===== config.mk =====
export PLATFORM = sky130hd
export DESIGN_NAME = ps2_mouse_ctrl
export DESIGN_NICKNAME = d
export VERILOG_FILES = /design/src/rtl/ps2_mouse_ctrl.sv
export SDC_FILE = /design/constraint.sdc
export NUM_CORES = 1
export LEC_CHECK = 0
export CAP_MARGIN = 40
export CORE_AREA = 2 2 132 134
export CTS_BUF_LIST = sky130_fd_sc_hd__clkbuf_8
export DETAILED_ROUTE_END_ITERATION = 12
export DIE_AREA = 0 0 134 136
export GPL_TIMING_DRIVEN = 0
export PLACE_DENSITY = 0.51
export REMOVE_ABC_BUFFERS = 1
export SYNTH_ARGS = -nofsm -noshare
export SYNTH_HDL_FRONTEND = slang
export SYNTH_SLANG_ARGS = --single-unit
export TNS_END_PERCENT = 30

===== constraint.sdc =====
create_clock -name clk_sys -period 2.5 [get_ports clk_sys]
set_input_delay 0.375 -clock clk_sys [delete_from_list [all_inputs] [get_ports clk_sys]]
set_output_delay 0.375 -clock clk_sys [all_outputs]
set_load 0.05 [all_outputs]

===== src/rtl/ps2_mouse_ctrl.sv =====
// Host-side PS/2 mouse controller: runs the reset/enable init handshake
// through the ps2_tx byte interface, then assembles 3-byte stream packets.
module ps2_mouse_ctrl #(
    parameter int TIMEOUT_CYCLES = 50_000_000,
    parameter int MAX_RETRY      = 3,
    parameter int PKT_GAP_CYCLES = 1_000_000
) (
    input  logic       clk_sys,
    input  logic       rst_n,
    output logic       tx_wr_en,
    output logic [7:0] tx_wr_data,
    input  logic       tx_wr_done,
    input  logic       rx_valid,
    input  logic [7:0] rx_data,
    output logic       init_done,
    output logic       init_error,
    output logic [1:0] retry_cnt,
    output logic       pkt_valid,
    output logic [7:0] pkt_status,
    output logic [8:0] pkt_dx,
    output logic [8:0] pkt_dy
);

    localparam int TW = $clog2(TIMEOUT_CYCLES + 1);
    localparam int GW = $clog2(PKT_GAP_CYCLES + 1);
    localparam logic [1:0]    RETRY_LIM = 2'(MAX_RETRY);
    localparam logic [TW-1:0] TMO_LAST  = TW'(TIMEOUT_CYCLES - 1);
    localparam logic [GW-1:0] GAP_LAST  = GW'(PKT_GAP_CYCLES - 1);

    typedef enum logic [3:0] {
        SEND_RST, WAIT_TXD_RST, WAIT_ACK1, WAIT_BAT, WAIT_ID,
        SEND_EN, WAIT_TXD_EN, WAIT_ACK2, STREAM, ERROR
    } state_t;

    state_t        state, state_next;
    logic [TW-1:0] tmo_cnt;
    logic          waiting, expect_chk, fail, tx_req, retry_inc;
    logic [7:0]    expect_byte, tx_byte;

    logic [1:0]    byte_idx, idx_eff;
    logic [GW-1:0] gap_cnt;
    logic          gap_exp;
    logic [7:0]    status_r, dx_r;

    // Next-state logic: handshake progression plus common failure/retry handling
    always_comb begin
        state_next  = state;
        tx_req      = 1'b0;
        tx_byte     = 8'h00;
        waiting     = 1'b0;
        expect_chk  = 1'b0;
        expect_byte = 8'h00;
        fail        = 1'b0;
        retry_inc   = 1'b0;
        case (state)
            SEND_RST: begin
                tx_req     = 1'b1;
                tx_byte    = 8'hFF;
                state_next = WAIT_TXD_RST;
            end
            WAIT_TXD_RST: begin
                waiting = 1'b1;
                if (tx_wr_done) state_next = WAIT_ACK1;
            end
            WAIT_ACK1: begin
                waiting = 1'b1; expect_chk = 1'b1; expect_byte = 8'hFA;
                if (rx_valid && rx_data == 8'hFA) state_next = WAIT_BAT;
            end
            WAIT_BAT: begin
                waiting = 1'b1; expect_chk = 1'b1; expect_byte = 8'hAA;
                if (rx_valid && rx_data == 8'hAA) state_next = WAIT_ID;
            end
            WAIT_ID: begin
                waiting = 1'b1; expect_chk = 1'b1; expect_byte = 8'h00;
                if (rx_valid && rx_data == 8'h00) state_next = SEND_EN;
            end
            SEND_EN: begin
                tx_req     = 1'b1;
                tx_byte    = 8'hF4;
                state_next = WAIT_TXD_EN;
            end
            WAIT_TXD_EN: begin
                waiting = 1'b1;
                if (tx_wr_done) state_next = WAIT_ACK2;
            end
            WAIT_ACK2: begin
                waiting = 1'b1; expect_chk = 1'b1; expect_byte = 8'hFA;
                if (rx_valid && rx_data == 8'hFA) state_next = STREAM;
            end
            default: state_next = state;   // STREAM and ERROR are terminal
        endcase
        // A failure overrides any advance taken in the same cycle
        fail = (waiting && tmo_cnt == TMO_LAST) ||
               (expect_chk && rx_valid && rx_data != expect_byte);
        if (fail) begin
            if (retry_cnt < RETRY_LIM) begin
                retry_inc  = 1'b1;
                state_next = SEND_RST;
            end else begin
                state_next = ERROR;
            end
        end
    end

    // State register
    always_ff @(posedge clk_sys or negedge rst_n) begin
        if (!rst_n) state <= SEND_RST;
        else        state <= state_next;
    end

    // Per-state timeout: restarts on every state entry, runs only while waiting
    always_ff @(posedge clk_sys or negedge rst_n) begin
        if (!rst_n)                   tmo_cnt <= '0;
        else if (state_next != state) tmo_cnt <= '0;
        else if (waiting)             tmo_cnt <= tmo_cnt + TW'(1);
    end

    // Registered control outputs; tx_wr_data holds until the next request
    always_ff @(posedge clk_sys or negedge rst_n) begin
        if (!rst_n) begin
            tx_wr_en   <= 1'b0;
            tx_wr_data <= 8'h00;
            retry_cnt  <= 2'd0;
            init_done  <= 1'b0;
            init_error <= 1'b0;
        end else begin
            tx_wr_en <= tx_req;
            if (tx_req)              tx_wr_data <= tx_byte;
            if (retry_inc)           retry_cnt  <= retry_cnt + 2'd1;
            if (state_next == STREAM) init_done  <= 1'b1;
            if (state_next == ERROR)  init_error <= 1'b1;
        end
    end

    // A byte arriving on the gap-expiry cycle starts a new packet
    assign gap_exp = (byte_idx != 2'd0) && (gap_cnt == GAP_LAST);
    assign idx_eff = gap_exp ? 2'd0 : byte_idx;

    // Stream packet assembly with sync on status bit 3 and inter-byte gap resync
    always_ff @(posedge clk_sys or negedge rst_n) begin
        if (!rst_n) begin
            byte_idx   <= 2'd0;
            gap_cnt    <= '0;
            status_r   <= 8'h00;
            dx_r       <= 8'h00;
            pkt_valid  <= 1'b0;
            pkt_status <= 8'h00;
            pkt_dx     <= 9'h000;
            pkt_dy     <= 9'h000;
        end else begin
            pkt_valid <= 1'b0;
            if (state == STREAM) begin
                if (rx_valid) begin
                    gap_cnt <= '0;
                    case (idx_eff)
                        2'd0: begin
                            if (rx_data[3]) begin
                                status_r <= rx_data;
                                byte_idx <= 2'd1;
                            end else begin
                                byte_idx <= 2'd0;
                            end
                        end
                        2'd1: begin
                            dx_r     <= rx_data;
                            byte_idx <= 2'd2;
                        end
                        default: begin
                            pkt_status <= status_r;
                            pkt_dx     <= {status_r[4], dx_r};
                            pkt_dy     <= {status_r[5], rx_data};
                            pkt_valid  <= 1'b1;
                            byte_idx   <= 2'd0;
                        end
                    endcase
                end else if (gap_exp) begin
                    byte_idx <= 2'd0;
                    gap_cnt  <= '0;
                end else if (byte_idx != 2'd0) begin
                    gap_cnt <= gap_cnt + GW'(1);
                end
            end
        end
    end

endmodule


Word level (Yosys, flattened, before mapping)
Index checks and enable logic that the tools add are counted.
{ "totals": {"register_bits": 108, "wordCells": 88, "in_bits": 12} }
{ "classes": {"magnitude_cmp": 1, "reduce_logical": 23, "eq_ne": 17, "addsub": 3, "mux": 28, "n_bitwise": 1} }
{ "ops": {"columns": ["op", "count"], "rows": [
  ["two-way mux 20 bit", 3],
  ["two-way mux 26 bit", 2],
  ["two-way mux 4 bit", 8],
  ["one-hot mux 4 bit (8 select lines)", 1],
  ["one-hot mux 8 bit (2 select lines)", 2],
  ["adder 26 x 1 -> 26 bit, second input constant", 1],
  ["equality test 26 bit, second input constant", 1],
  ["adder 20 x 1 -> 20 bit, second input constant", 1],
  ["equality test 20 bit, second input constant", 1],
  ["equality test 4 x 3 -> 1 bit, second input constant", 4],
  ["equality test 8 bit, second input constant", 2],
  ["equality test 4 bit, second input constant", 3],
  ["two-way mux 1 bit", 9],
  ["equality test 4 x 2 -> 1 bit, second input constant", 2],
  ["logical NOT 8 bit", 1],
  ["!= test 8 bit", 1],
  ["logical AND 1 bit", 7],
  ["AND reduction 3 bit", 2],
  ["OR reduction 2 bit", 3],
  ["OR reduction 6 bit", 1],
  ["equality test 4 x 1 -> 1 bit, second input constant", 1],
  ["logical NOT 4 bit", 1],
  ["two-way mux 2 bit", 2],
  ["!= test 4 bit", 1],
  ["other kinds (12)", 13]
]} }

Depth between registers and ports, before layout
Gate-level depths: netlist of run 1.
{ "depth": {"depth_word": 9, "ltp_mapped": 10, "depth_no_buf": 7} }

Worst setup path before layout of run 1
No wires, ideal clock.
{ "synth_timing": {"path_type": "register -> register", "start": "register gap_cnt[6]", "end": "register pkt_dx[0]", "period_less_slack_ns": 2.483, "setup_ns": 0.125, "t_required_ns": 2.375, "arrival_ns": 2.359, "slack_ns": 0.017, "path_buffers": 1, "stages_incl_launch_ff": 8, "path_cell_list": "dfrtp_1 or4b_1 or4_1 nor2_1 nor2_1 nand2_1 buf_2 mux2_2"} }
{ "synth_via": {"elab_chain_cells": 7} }
{ "synth_rtl": {"columns": ["element", "line", "source"], "rows": [
  ["from (decl)", "41", "logic [GW-1:0] gap_cnt;"],
  ["from (signal assigned)", "180", "gap_cnt <= gap_cnt + GW'(1);"],
  ["equality test 20 bit (*)", "136", "assign gap_exp = (byte_idx != 2'd0) && (gap_cnt == GAP_LAST);"],
  ["logical AND 1 bit (*)", "136", null],
  ["two-way mux 2 bit (*)", null, null],
  ["equality test 2 x 1 -> 1 bit or logical NOT 2 bit (tied branches)", "155", "case (idx_eff)"],
  ["OR reduction 2 bit (no source line) (*)", null, null],
  ["inverter 1 bit (no source line) (*)", null, null],
  ["AND reduction 3 bit (no source line) (*)", null, null],
  ["to (signal assigned)", "170", "pkt_dx <= {status_r[4], dx_r};"],
  ["to (decl)", "20", "output logic [8:0] pkt_dx,"]
]} }
Every way passes the cells marked *; elsewhere a longest branch is shown, timed or not.
A chain may end at the register's enable or synchronous reset.

Worst setup path after layout of run 1
{ "layout_timing": {"start": "register gap_cnt[11]", "end": "register status_r[4]"} }
{ "layout_via": {"elab_chain_cells": 5} }
{ "layout_rtl": {"columns": ["element", "line", "source"], "rows": [
  ["equality test 20 bit", "136", null],
  ["logical AND 1 bit", "136", null],
  ["two-way mux 2 bit", null, null],
  ["logical NOT 2 bit", "155", null],
  ["AND reduction 4 bit (no source line)", null, null],
  ["to (signal assigned)", "158", "status_r <= rx_data;"],
  ["to (decl)", "43", "logic [7:0] status_r, dx_r;"]
]} }
Every way passes these cells.

==> results of run 1 <==
## routing by layer
layer,part of all wire,routed length (microns),track usage,up-vias
met3,0.036,395,0.03169,5
met1,0.47,5154,0.1725,1834
met4,0.0080,87,0.03369,0
met5,0,0,0,-
met2,0.48,5304,0.2128,62
li1,-,-,-,1780
## area by class of cell
cell class / count / area share
repair buffers: 69 / 0.1157
multi-input cells: 338 / 0.3909
clock buffers: 9 / 0.02010
well taps: 225 / 0.04569
inverters: 10 / 0.006091
flip-flops and latches: 100 / 0.4077
clock inverters: 7 / 0.01381
## logic make-up (layout without fill, tap and decap cells)
| logic type | Yosys count | in the layout | synth area share |
|---|---|---|---|
| buffers and inverters | 34 | 95 | 0.03791 |
| muxes | 41 | 41 | 0.09239 |
| adders and majority gates | 3 | 3 | 0.007533 |
| DFF | 100 | 100 | 0.5021 |
| xor gates and xnor gates | 40 | 40 | 0.07030 |
| and+or+nand+nor | 182 | 182 | 0.1921 |
| AOI/OAI and AO/OA | 72 | 72 | 0.09767 |
## cell usage after synthesis (all sizes together) (3+ instances only)
cell type	count
ha	3
a21oi	20
nor4b	3
nor2	56
o31ai	5
mux2	40
nor3	14
and2	3
a2111oi	3
nor2b	3
buf	21
o21ai	14
a21o	4
or3	5
inv	10
and4	4
and3	5
xnor2	22
nand3	20
o211ai	3
clkbuf	3
or2	4
nor4	6
o21a	3
nand2	37
xor2	18
dfrtp	100
nand2b	3
nand4	10
## worst max path at each step
stage | from | to | slack (ns) | depth (start not counted)
after floorplan | gap_cnt[6] | pkt_status[4] | -0.18 | 6
after global placement | rst_n | pkt_dy[3] | -2.81 | 1
after detailed placement | rx_data[3] | tmo_cnt[9] | -0.85 | 8
after CTS | state[3] | dx_r[2] | -0.05 | 6
after global routing | gap_cnt[11] | status_r[0] | -0.01 | 5
final | gap_cnt[11] | status_r[4] | 0.06 | 5
## registers in the layout (all words and copies together) (netlist names), 2 cells and up
| name | flops |
|---|---|
| tmo_cnt | 26 |
| gap_cnt | 20 |
| dx_r | 8 |
| pkt_dx | 8 |
| pkt_dy | 8 |
| pkt_status | 8 |
| status_r | 8 |
| state | 4 |
| byte_idx | 2 |
| retry_cnt | 2 |
| tx_wr_data | 2 |
## stage by stage
| stage | setup WS (ns) | cell area, sq um | hold WS, ns |
|---|---|---|---|
| floorplan | -0.1775 | 4832 | 0.07941 |
| global placement | -2.814 | 5624 | 0.4520 |
| detailed placement | -0.8497 | 5712 | 0.4673 |
| CTS | -0.05423 | 6068 | 0.04400 |
| global route | -0.01406 | 6162 | 0.07723 |
| finish | 0.05946 | 6162 | 0.03511 |
## critical path, cell delays in order (launching register included)
cell and delay [ns]:
dfrtp_2 0.45, or4b_1 0.52, or4_4 0.48, nor2_4 0.15, o2111a_2 0.37, mux2_2 0.36
## power groups by stage
stage	Combinational [mW]	Sequential, mW	Clock, mW
2_1_floorplan	0.919	2.76	0
3_5_place_dp	2.15	2.33	0
3_3_place_gp	2.01	2.32	0
6_report	2.53	2.23	1.09
4_1_cts	2.47	2.24	1.15
5_1_grt	2.72	2.29	1.22
## repair_timing
item                                    4_1_cts  5_1_grt
setup buffers                                10        4
pin swaps                                     5        0
gates resized for setup                      27       13
endpoints found under the setup margin       93       64
gates cloned                                  0        0
hold endpoints to repair                      0        0
==> results.yml, run 1 <==
outcome:
  outcome: "finished, final reports clean"
layout:
  finalCoreUtilization: 0.3651
  antenna_cells: 0
  fin_cells: 758
  seq_area_sq_um: 2512
  nets: 543
  fillerInstances: 1659
  drive_gt1_frac: 0.2251
  multi_input_area_sq_um: 2409
  layout_common_cells: "dfrtp_1 (94), nor2_1 (43), clkdlybuf4s50_1 (42), mux2_2 (40), nand2_1 (36)"
  final_common_cell: "dfrtp_1"
  area_growth_pct: 23.65
routing:
  via_per_inst: 4.856
  wire_per_inst_microns: 14.44
  num_vias: 3681
  first_pass_iters: 4
  drc_errors: 0
  ant_nets: 0
  drt_iter0_drc: 239
  routed_wl_mm: 10.94
power_and_ir_drop:
  p_int_mw: 3.476
  switching_share: 0.4069
  power_leakage_nw: 2.580
  pwr-share-clk: 0.187
  power_mw: 5.861
  p_sw_mw: 2.385
  seqPwrFrac: 0.381
  ir_worst_vdd_v: 0.0004258
  pwr-share-comb: 0.432
  powerDensity_nw_per_um2: 951.1
sta:
  fin_crit_sh: 0.9762
  grt_setup_unrepaired: "yes"
  tightest_slew_ns: 0.7051
  slew-limit-headroom: 0.5299
  drv_slew: 0
  setup_violations: 0
  fmax_mhz: 409.7
  fin_crit_ns: 2.441
  final_hold_viol_count: 0
  setup_tns_ns: 0
  fin_skew_ns: 0.01523
grt:
  grt_max_degree: 53
  grt_antenna_before_repair: 0
  first_global_vias: 3719
  grt_usage: 0.1299
  overflow: 0
  grt_pass1_wl_mm: 19.03
logic_synthesis:
  yosys.area.top_type: "dfrtp_1"
  ys_seq_area_frac: 0.5021
  synth-seq-cells: 100
  synth_cells: 472
  synth_area_sq_um: 4984
  yosys_warnings: 0
  synth-edff-count: 0
  avgSynthCellArea_sq_um: 10.56
  yosys-top-cells-area: "dfrtp_1 (50%), mux2_2 (9.0%), xnor2_1 (3.9%), nor2_1 (3.5%), xor2_1 (3.2%)"
  ys.flop_type: "dfrtp_1"
  async_reset_ff_frac: 1.000
  synth_top_area_frac: 0.5021
  synth_cell_type_count: 62
critical_path:
  reg2regPathDepth: 5
  required_ns: 2.77
  critPathCaptureType: "flip-flop"
  worst_setup_path_start_kind: "flip-flop"
  rr_startpoint: "gap_cnt[11]"
  rrSetupSlack_ns: 0.06
  r2r-end: "status_r[4]"
  timing_worst_setup_path_type: "reg -> reg"
  cp_data_arrival_time_ns: 2.71
  cp_max_fo: 9
floorplanning:
  die_w_microns: 134
  core_area_sq_um: 16880
  dieArea_sq_um: 18220
  io_pins: 52
  die_y_microns: 136
  rows: 48
  initial_core_util: 0.2953
clock_network:
  cts-root-buf: "clkbuf_8"
  numCtsBuffers: 9
  cts_tree: "yes"
  htreeDepth: 3
  clk_transition_reported_paths_ns: 0.10
  clkSinkCount: 100
  ctsHoldBuffers: 0
  clkLatencyLatePin_ns: 0.38
  clock_path_buffers: 2
hold_path:
  hp-class: "in -> async"
placed_design:
  hpwl_mm: 7.374
  gp_congestion: 0.8404
  dp.cells: 728
  io_buffers: 51
flow_run:
  cap_violations: 0
Note: power is estimated with default switching activity, not from simulation.
==> run 2, diff against run 1 <==
--- a/config.mk
+++ b/config.mk
@@ -16,4 +16,3 @@
 export SYNTH_ARGS = -nofsm -noshare
 export SYNTH_HDL_FRONTEND = slang
 export SYNTH_SLANG_ARGS = --single-unit
-export TNS_END_PERCENT = 30
==> run 2 against run 1 <==
  * Clock power is essentially flat
  * Clock skew is essentially flat
  * Critical path type unchanged
  * Global-route usage is the same
  * Routed wire length grew 2.3%
  * Via count grew 1.2%
  * Register-to-register slack is essentially flat
  * Critical path depth grew 2
  * Core utilization grew 0.29 points
  * Count of clock-buffer cells in the layout is the same
  * Total power grew 0.69%
  * Sequential power is essentially flat
  * Highest routed layer unchanged
  * Sequential cell count is the same
==> results.yml, run 2 (same netlist as run 1, synthesis figures left out) <==
outcome:
  outcome: "finished, final reports clean"
critical_path:
  reg2regPathDepth: 7
  rrSetupSlack_ns: 0.07
  worst_setup_path_start_kind: "flip-flop"
  cp_data_arrival_time_ns: 2.70
  r2r-end: "pkt_dy[2]"
  required_ns: 2.77
  cp_max_fo: 19
  critPathCaptureType: "flip-flop"
  rr_startpoint: "gap_cnt[6]"
  timing_worst_setup_path_type: "reg -> reg"
floorplanning:
  die_y_microns: 136
  die_w_microns: 134
  rows: 48
  initial_core_util: 0.2953
  dieArea_sq_um: 18220
  io_pins: 52
  core_area_sq_um: 16880
grt:
  grt_usage: 0.1299
  grt_antenna_before_repair: 0
  overflow: 0
  grt_pass1_wl_mm: 19.03
  first_global_vias: 3728
  grt_max_degree: 53
clock_network:
  htreeDepth: 3
  clk_transition_reported_paths_ns: 0.10
  clkLatencyLatePin_ns: 0.38
  clock_path_buffers: 2
  clkSinkCount: 100
  ctsHoldBuffers: 0
  numCtsBuffers: 9
  cts-root-buf: "clkbuf_8"
  cts_tree: "yes"
routing:
  ant_nets: 0
  via_per_inst: 4.874
  routed_wl_mm: 11.19
  first_pass_iters: 5
  drc_errors: 0
  drt_iter0_drc: 208
  wire_per_inst_microns: 14.65
  num_vias: 3724
layout:
  area_growth_pct: 24.63
  top_register: "tmo_cnt"
  nets: 549
  fillerInstances: 1658
  final_common_cell: "dfrtp_1"
  layout_common_cells: "dfrtp_1 (94), nor2_1 (43), clkdlybuf4s50_1 (42), mux2_2 (40), nand2_1 (36)"
  largest_reg_flops: 26
  antenna_cells: 0
  drive_gt1_frac: 0.2319
  reg_top3: "tmo_cnt (26), gap_cnt (20)"
power_and_ir_drop:
  ir_worst_vdd_v: 0.0004264
  power_mw: 5.901
  powerDensity_nw_per_um2: 950.2
  power_leakage_nw: 2.612
placed_design:
  gp_congestion: 0.8404
  hpwl_mm: 7.374
  io_buffers: 51
  pre_cts_ws_ns: -0.8497
sta:
  tightest_slew_ns: 0.7065
  slew-limit-headroom: 0.5290
  setup_violations: 0
  final_hold_viol_count: 0
  fin_skew_ns: 0.01527
  fmax_mhz: 411.5
  setup_ws_ns: 0.06996
  fin_crit_sh: 0.9720
  drv_slew: 0
  fin_crit_ns: 2.430
flow_run:
  cap_violations: 0
hold_path:
  hp-class: "in -> async"
-- run 2: cell count changes in the layout (fill, tap and decap cells not counted), sizes merged --
cell    before  now
buf         19   24
o2111a       1    2
-- run 2: repair_timing --
| action | 4_1_cts | 5_1_grt |
|---|---|---|
| gates resized for setup | 25 | 15 |
| buffers inserted | 11 | 8 |
| endpoints found under the setup margin | 93 | 72 |
| cloned | 0 | 1 |
| pin swaps | 4 | 3 |
-- run 2: how the worst max path moves through the flow --
stage	start	endpoint	slack (ns)
floorplan	gap_cnt[6]	pkt_status[4]	-0.18
global placement	rst_n	pkt_dy[3]	-2.81
detailed placement	rx_data[3]	tmo_cnt[9]	-0.85
CTS	state[3]	dx_r[2]	-0.05
global route	byte_idx[1]	dx_r[6]	-0.009
finish	gap_cnt[6]	pkt_dy[2]	0.07
-- run 2: routing by layer --
metal	up-vias	track usage	wire length [microns]
met5	-	0	0
met4	0	0.03369	97
li1	1800	-	-
met1	1851	0.1725	5292
met2	66	0.2128	5395
met3	7	0.03169	405
-- run 2: through the flow --
| stage | cell area (sq um) | util | hold WS (ns) | std cells | TNS [ns] |
|---|---|---|---|---|---|
| finish | 6211 | 0.3680 | 0.03361 | 764 | 0 |
| global route | 6211 | 0.3680 | 0.07723 | 764 | -0.008779 |
| CTS | 6067 | 0.3595 | 0.04400 | 755 | -0.2899 |
| floorplan | 4832 | - | 0.07941 | 448 | -8.241 |
| detailed placement | 5712 | 0.3384 | 0.4673 | 728 | -34.32 |
| global placement | 5624 | 0.3333 | 0.4520 | 724 | -333.17 |
-- run 2: power breakdown --
part	leakage [nW]	internal (mW)	switching (mW)
clock network	0.0995	0.480	0.617
logic	1.18	1.06	1.52
registers	1.34	1.96	0.272
-- run 2: cell type report --
type	count	area, sq um	share of cell area
flip-flops and latches	100	2512	0.4045
multi-input cells	339	2420	0.3896
repair buffers	74	750.7	0.1209
well taps	225	281.5	0.04533
clock buffers	9	123.9	0.01994
clock inverters	7	85.08	0.01370
inverters	10	37.54	0.006044
-- run 2: critical path, stage by stage (launching register included) --
cell and delay (ns):
dfrtp_2 0.44, or4b_1 0.52, or4_4 0.47, nor2_4 0.18
nor2_1 0.07, nand2_2 0.10, buf_16 0.17, mux2_2 0.35
==> edit 1, RTL diff (settings of run 1) <==
Re-encode `state_t` (10 states) as one-hot, 10 bits wide.
--- a/src/rtl/ps2_mouse_ctrl.sv
+++ b/src/rtl/ps2_mouse_ctrl.sv
@@ -27,9 +27,9 @@
     localparam logic [TW-1:0] TMO_LAST  = TW'(TIMEOUT_CYCLES - 1);
     localparam logic [GW-1:0] GAP_LAST  = GW'(PKT_GAP_CYCLES - 1);
 
-    typedef enum logic [3:0] {
-        SEND_RST, WAIT_TXD_RST, WAIT_ACK1, WAIT_BAT, WAIT_ID,
-        SEND_EN, WAIT_TXD_EN, WAIT_ACK2, STREAM, ERROR
+    typedef enum logic [9:0] {
+        SEND_RST = 10'b0000000001, WAIT_TXD_RST = 10'b0000000010, WAIT_ACK1 = 10'b0000000100, WAIT_BAT = 10'b0000001000, WAIT_ID = 10'b0000010000,
+        SEND_EN = 10'b0000100000, WAIT_TXD_EN = 10'b0001000000, WAIT_ACK2 = 10'b0010000000, STREAM = 10'b0100000000, ERROR = 10'b1000000000
     } state_t;
 
     state_t        state, state_next;
Formal check against the unedited RTL: no difference found for any inputs over 10 cycles, from zero or initial values and one cycle with rst_n low; not proved beyond that.
==> edit 1 against run 1 <==
The flow now finishes with violations (setup timing); die area unchanged; first-iteration DRC count down 9.2%; wire length up 20%; sequential cell count up 6; setup slack worse by 0.33 ns; clock skew up 0.0012 ns; area after synthesis up 10%; count of clock-buffer cells in the layout up 1; final area up 13%.
Power is not compared: it rests on default switching activity, and its combinational part moved more than twofold at a synthesized area within 25%.
==> edit 1: results (changes against run 1) <==
| Metric | Value |
|---|---|
| Library cells used by synthesis | 58 (was 62) |
| Antenna violations before repair | 0 (unchanged) |
| Fill count | 1631 (was 1659) |
| Syn Area/Cell | 10.2 sq um (was 10.6 sq um) |
| Largest net degree at the start of global routing | 65 (was 53) |
| Initial drt markers | 217 (was 239) |
| Place WS | -0.713 ns (was -0.850 ns) |
| WHS | 0.480 ns (was 0.0351 ns) |
| Total track usage | 0.148 (was 0.130) |
| Number of global-route vias before repair | 4260 (was 3719) |
| Peak supply drop | between 0.3 and 0.4 mV |
| Post-synthesis mux area share | 0.0912 (was 0.0924) |
| GPL Wtd Cong | 0.859 (was 0.840) |
| M1 wire length | 5870 um (was 5150 um) |
| Global-route wire length before repair | 21400 um (was 19000 um) |
| Max Clock Skew | 0.0164 ns (was 0.0152 ns) |
| Post-CTS Setup Repair Bufs | 17 (was 10) |
| Dpl cells | 788 (was 728) |
| Final setup margin | -0.269 ns (was 0.0595 ns) |
| Worst-case reg-to-reg path depth | 7 (was 5) |
| Worst Hold Class | flop to flop (was input pin to async pin) |
| Critical Path AT | 3.06 ns (was 2.71 ns) |
| Worst r2r dst | retry_cnt[1] (was status_r[4]) |
| Worst setup path startpoint | state[9] (was gap_cnt[11]) |
| Register area share after synthesis | 0.482 (was 0.502) |
| Compound-Gate Fraction of Synth Area | 0.0844 (was 0.0977) |
| Post-route insts no fill | 842 (was 758) |
| Met3 usage | 0.0324 (was 0.0317) |
| Area contributors post-synth | dfrtp_1, mux2_2, nor2_1 (was dfrtp_1, mux2_2, xnor2_1) |
| Met3 routed WL | 402 um (was 395 um) |
| Worst-margin pin slew | 0.600 ns (was 0.705 ns) |
| IO buf count | 51 (unchanged) |
| First-pass iteration count of the detailed router | 5 (was 4) |
| Met1 usage | 0.187 (was 0.173) |
| Adder-Cell Fraction of Synth Area | 0.00682 (was 0.00753) |
| Crit Path Max Fanout | 8 (was 9) |
| Final setup violation count | 44 (was 0) |
| Vias | 4364 (was 3681) |
| Final Slew Violations | 0 (unchanged) |
| DP Area | 6200 sq um (was 5710 sq um) |
| CTS Hold Buffers Added | 1 (was 0) |
| DPL Wire Length | 8670 um (was 7370 um) |
| Skew-Pair Late Insertion Delay | 0.40 ns (was 0.38 ns) |
| Post-synth top cells | dfrtp_1, nor2_1, mux2_2 (unchanged) |
| Status | finished with violations (was finished, final reports clean) |
| Fraction of layout cells with a size suffix above 1 | 0.254 (was 0.225) |
| Failing checks | setup timing |
| Biggest regs | tmo_cnt x26, gap_cnt x20, state x10 (was tmo_cnt x26, gap_cnt x20) |
| Multi-input gate area | 2820 sq um (was 2410 sq um) |
| TNS Setup | -5.64 ns (was 0 ns) |
| Xor/xnor share of the synthesized area | 0.0653 (was 0.0703) |
| GR Util met2 | 0.247 (was 0.213) |
## edit 1: cell count changes after synthesis, sizes merged, moves of 4 or more
cell and delta:
o21ai +7, nor4 +8, and3 +4, clkbuf +8, nand4 +8, a21oi -9, nor3 +4, nor2 +14
inv +8, dfrtp +5, or4 +6
## edit 1: cell type report
type	count	area share
clock buffers	10	0.0198
repair buffers	93	0.128
well taps	225	0.0405
clock inverters	6	0.0106
flip-flops and latches	106	0.384
multi-input cells	384	0.407
inverters	18	0.00973
## edit 1: critical path, cell delays in order (launching register included)
cell	delay (ns)
dfrtp_2	0.47
or4_4	0.57
nor2_1	0.32
a32oi_1	0.22
a311oi_4	0.36
or2_4	0.23
and2b_2	0.18
mux2_4	0.29
## edit 1: where the power goes
part	switching [mW]	internal [mW]	leakage, nW
clock network	0.623	0.503	0.107
logic	0.109	0.0672	1.45
registers	0.0359	1.74	1.35
total	0.768	2.31	2.91
==> edit 2, RTL diff (settings of run 1) <==
Without the edit above. `PKT_GAP_CYCLES`: 1_000_000 -> 4_000_000.
--- a/src/rtl/ps2_mouse_ctrl.sv
+++ b/src/rtl/ps2_mouse_ctrl.sv
@@ -3,7 +3,7 @@
 module ps2_mouse_ctrl #(
     parameter int TIMEOUT_CYCLES = 50_000_000,
     parameter int MAX_RETRY      = 3,
-    parameter int PKT_GAP_CYCLES = 1_000_000
+    parameter int PKT_GAP_CYCLES = 4_000_000
 ) (
     input  logic       clk_sys,
     input  logic       rst_n,
Function: no difference found for any inputs over 10 cycles, from zero or initial values and one cycle with rst_n low; that may be too few to reach the edited logic, so the function may still have changed.
==> edit 2 against run 1 <==
Area after synthesis up 1.1%; non-clock buffer count up 4; first-iteration DRC count down 36%; final area up 1.2%; core utilization up 0.44 points; wire length up 7.8%; clock skew up 0.0042 ns; setup slack worse by 0.028 ns; sequential cell count up 2; sequential share of layout area up 0.23 points.
Power is not compared: it rests on default switching activity, and its combinational part moved more than twofold at a synthesized area within 25%.
==> edit 2: results (changes against run 1) <==
| Metric | Value |
|---|---|
| Xor/xnor share of the synthesized area | 0.0658 (was 0.0703) |
| Fraction of layout cells with a size suffix above 1 | 0.181 (was 0.225) |
| Biggest regs | tmo_cnt x26, gap_cnt x22 (was tmo_cnt x26, gap_cnt x20) |
| M1 wire length | 5340 um (was 5150 um) |
| PostCTS Resize Cnt | 15 (was 27) |
| Peak supply drop | 0.226 mV |
| Total track usage | 0.134 (was 0.130) |
| Total wire length | 11800 um (was 10900 um) |
| Max layer used | met4 (unchanged) |
| Initial drt markers | 152 (was 239) |
| Crit Path Max Fanout | 5 (was 9) |
| Clock Path Buffers | 2 (unchanged) |
| IO buf count | 51 (unchanged) |
| Adder-Cell Fraction of Synth Area | 0.00745 (was 0.00753) |
| Largest net degree at the start of global routing | 54 (was 53) |
| Critical Path AT | 2.73 ns (was 2.71 ns) |
| Area contributors post-synth | dfrtp_1, mux2_2, mux2_1 (was dfrtp_1, mux2_2, xnor2_1) |
| Post-synth top cells | dfrtp_1, nor2_1, nand2_1 (was dfrtp_1, nor2_1, mux2_2) |
| Worst Hold Class | input pin to async pin (unchanged) |
| DP Area | 5690 sq um (was 5710 sq um) |
| Syn Inst Count | 461 (was 472) |
| Number of global-route vias before repair | 3720 (was 3719) |
| Met3 usage | 0.0242 (was 0.0317) |
| Top Family by Delay on Critical Path | simple AND/OR/NAND/NOR gates (unchanged) |
| Area Overhead vs Synth | 23.9% (was 23.7%) |
| Routed vias/inst | 4.91 (was 4.86) |
| DR WL met2 | 5670 um (was 5300 um) |
| Nets | 541 (was 543) |
| DR WL/cell | 15.6 um (was 14.4 um) |
| Root Driver | clkbuf_8 (unchanged) |
| Asr flop ratio synth | 1.00 (unchanged) |
| Cts bufs inserted | 9 (unchanged) |
| Skew-Pair Late Insertion Delay | a little under 0.4 ns |
| GR Util met2 | 0.224 (was 0.213) |
| Post-CTS Setup Repair Bufs | 11 (was 10) |
| Met1 usage | 0.170 (was 0.173) |
| Status | finished, final reports clean (unchanged) |
| Place WS | -0.815 ns (was -0.850 ns) |
| Register area share after synthesis | 0.507 (was 0.502) |
| Fill count | 1659 (unchanged) |
| Post-synthesis mux area share | 0.0954 (was 0.0924) |
| Compound-Gate Fraction of Synth Area | 0.0986 (was 0.0977) |
| Global-route wire length before repair | 19300 um (was 19000 um) |
| Worst path slowest cell | or4_1 (was or4b_1) |
| Worst-margin pin slew | 0.706 ns (was 0.705 ns) |
| Met3 routed WL | 373 um (was 395 um) |
| GPL Wtd Cong | 0.839 (was 0.840) |
| Htree depth | 3 (unchanged) |
| # diodes | 0 (unchanged) |
| First-pass iteration count of the detailed router | 5 (was 4) |
| LEAKAGE | roughly 2.7 nW |
| Max Clock Skew | 0.0194 ns (was 0.0152 ns) |
| DPL Wire Length | 7540 um (was 7370 um) |
| Dpl cells | 716 (was 728) |
==> edit 2: changes by cell type after synthesis, moves of 5 or more <==
cell | run 1 | this run
mux2_1 | 0 | 19
mux2_2 | 40 | 21
nand2_1 | 37 | 25
nor2_2 | 10 | 1
xnor2_1 | 22 | 13
a21oi_1 | 20 | 13
nand4_1 | 10 | 16
inv_1 | 10 | 15
nor3_1 | 14 | 9
o21ai_0 | 13 | 18
xor2_1 | 18 | 23
==> edit 2: report_power, final <==
part / leakage (nW) / internal (mW) / switching [mW] / total [mW]
logic: 1.36 / 0.0234 / 0.0574 / 0.0809
clock network: 0.0944 / 0.377 / 0.566 / 0.943
registers: 1.23 / 1.65 / 0.00116 / 1.65
==> edit 2: path summary, 6_finish.rpt <==
path | startpoint | endpoint | slack, ns | cells past startpoint
worst max register to register | gap_cnt[10] | status_r[1] | 0.03 | 7
worst max-delay path | gap_cnt[10] | status_r[1] | 0.03 | 7
max in group asynchronous | rst_n | tmo_cnt[21] | 1.76 | 2
worst min-delay path | rst_n | pkt_dx[1] | 0.03 | 1
min in group clk_sys | rx_data[4] | status_r[4] | 0.45 | 2
worst min register to register | init_error | init_error | 0.46 | 1
==> edit 2: cell type report <==
class | instances | share of cell area
Clock buffer | 10 | 0.0221
Clock inverter | 6 | 0.00481
Inverter | 15 | 0.00903
Multi-Input combinational cell | 325 | 0.393
Sequential cell | 102 | 0.410
Tap cell | 225 | 0.0451
Timing Repair Buffer | 73 | 0.116
==> edit 2: worst reg2reg max path, delay by kind of cell (launching register included) <==
family                 cells  cell delay (ns)
buffers and inverters      2             0.32
multiplexers               1             0.30
flip-flops                 1             0.41
AO/OA/AOI/OAI              1             0.23
AND/OR/NAND/NOR            3             1.10
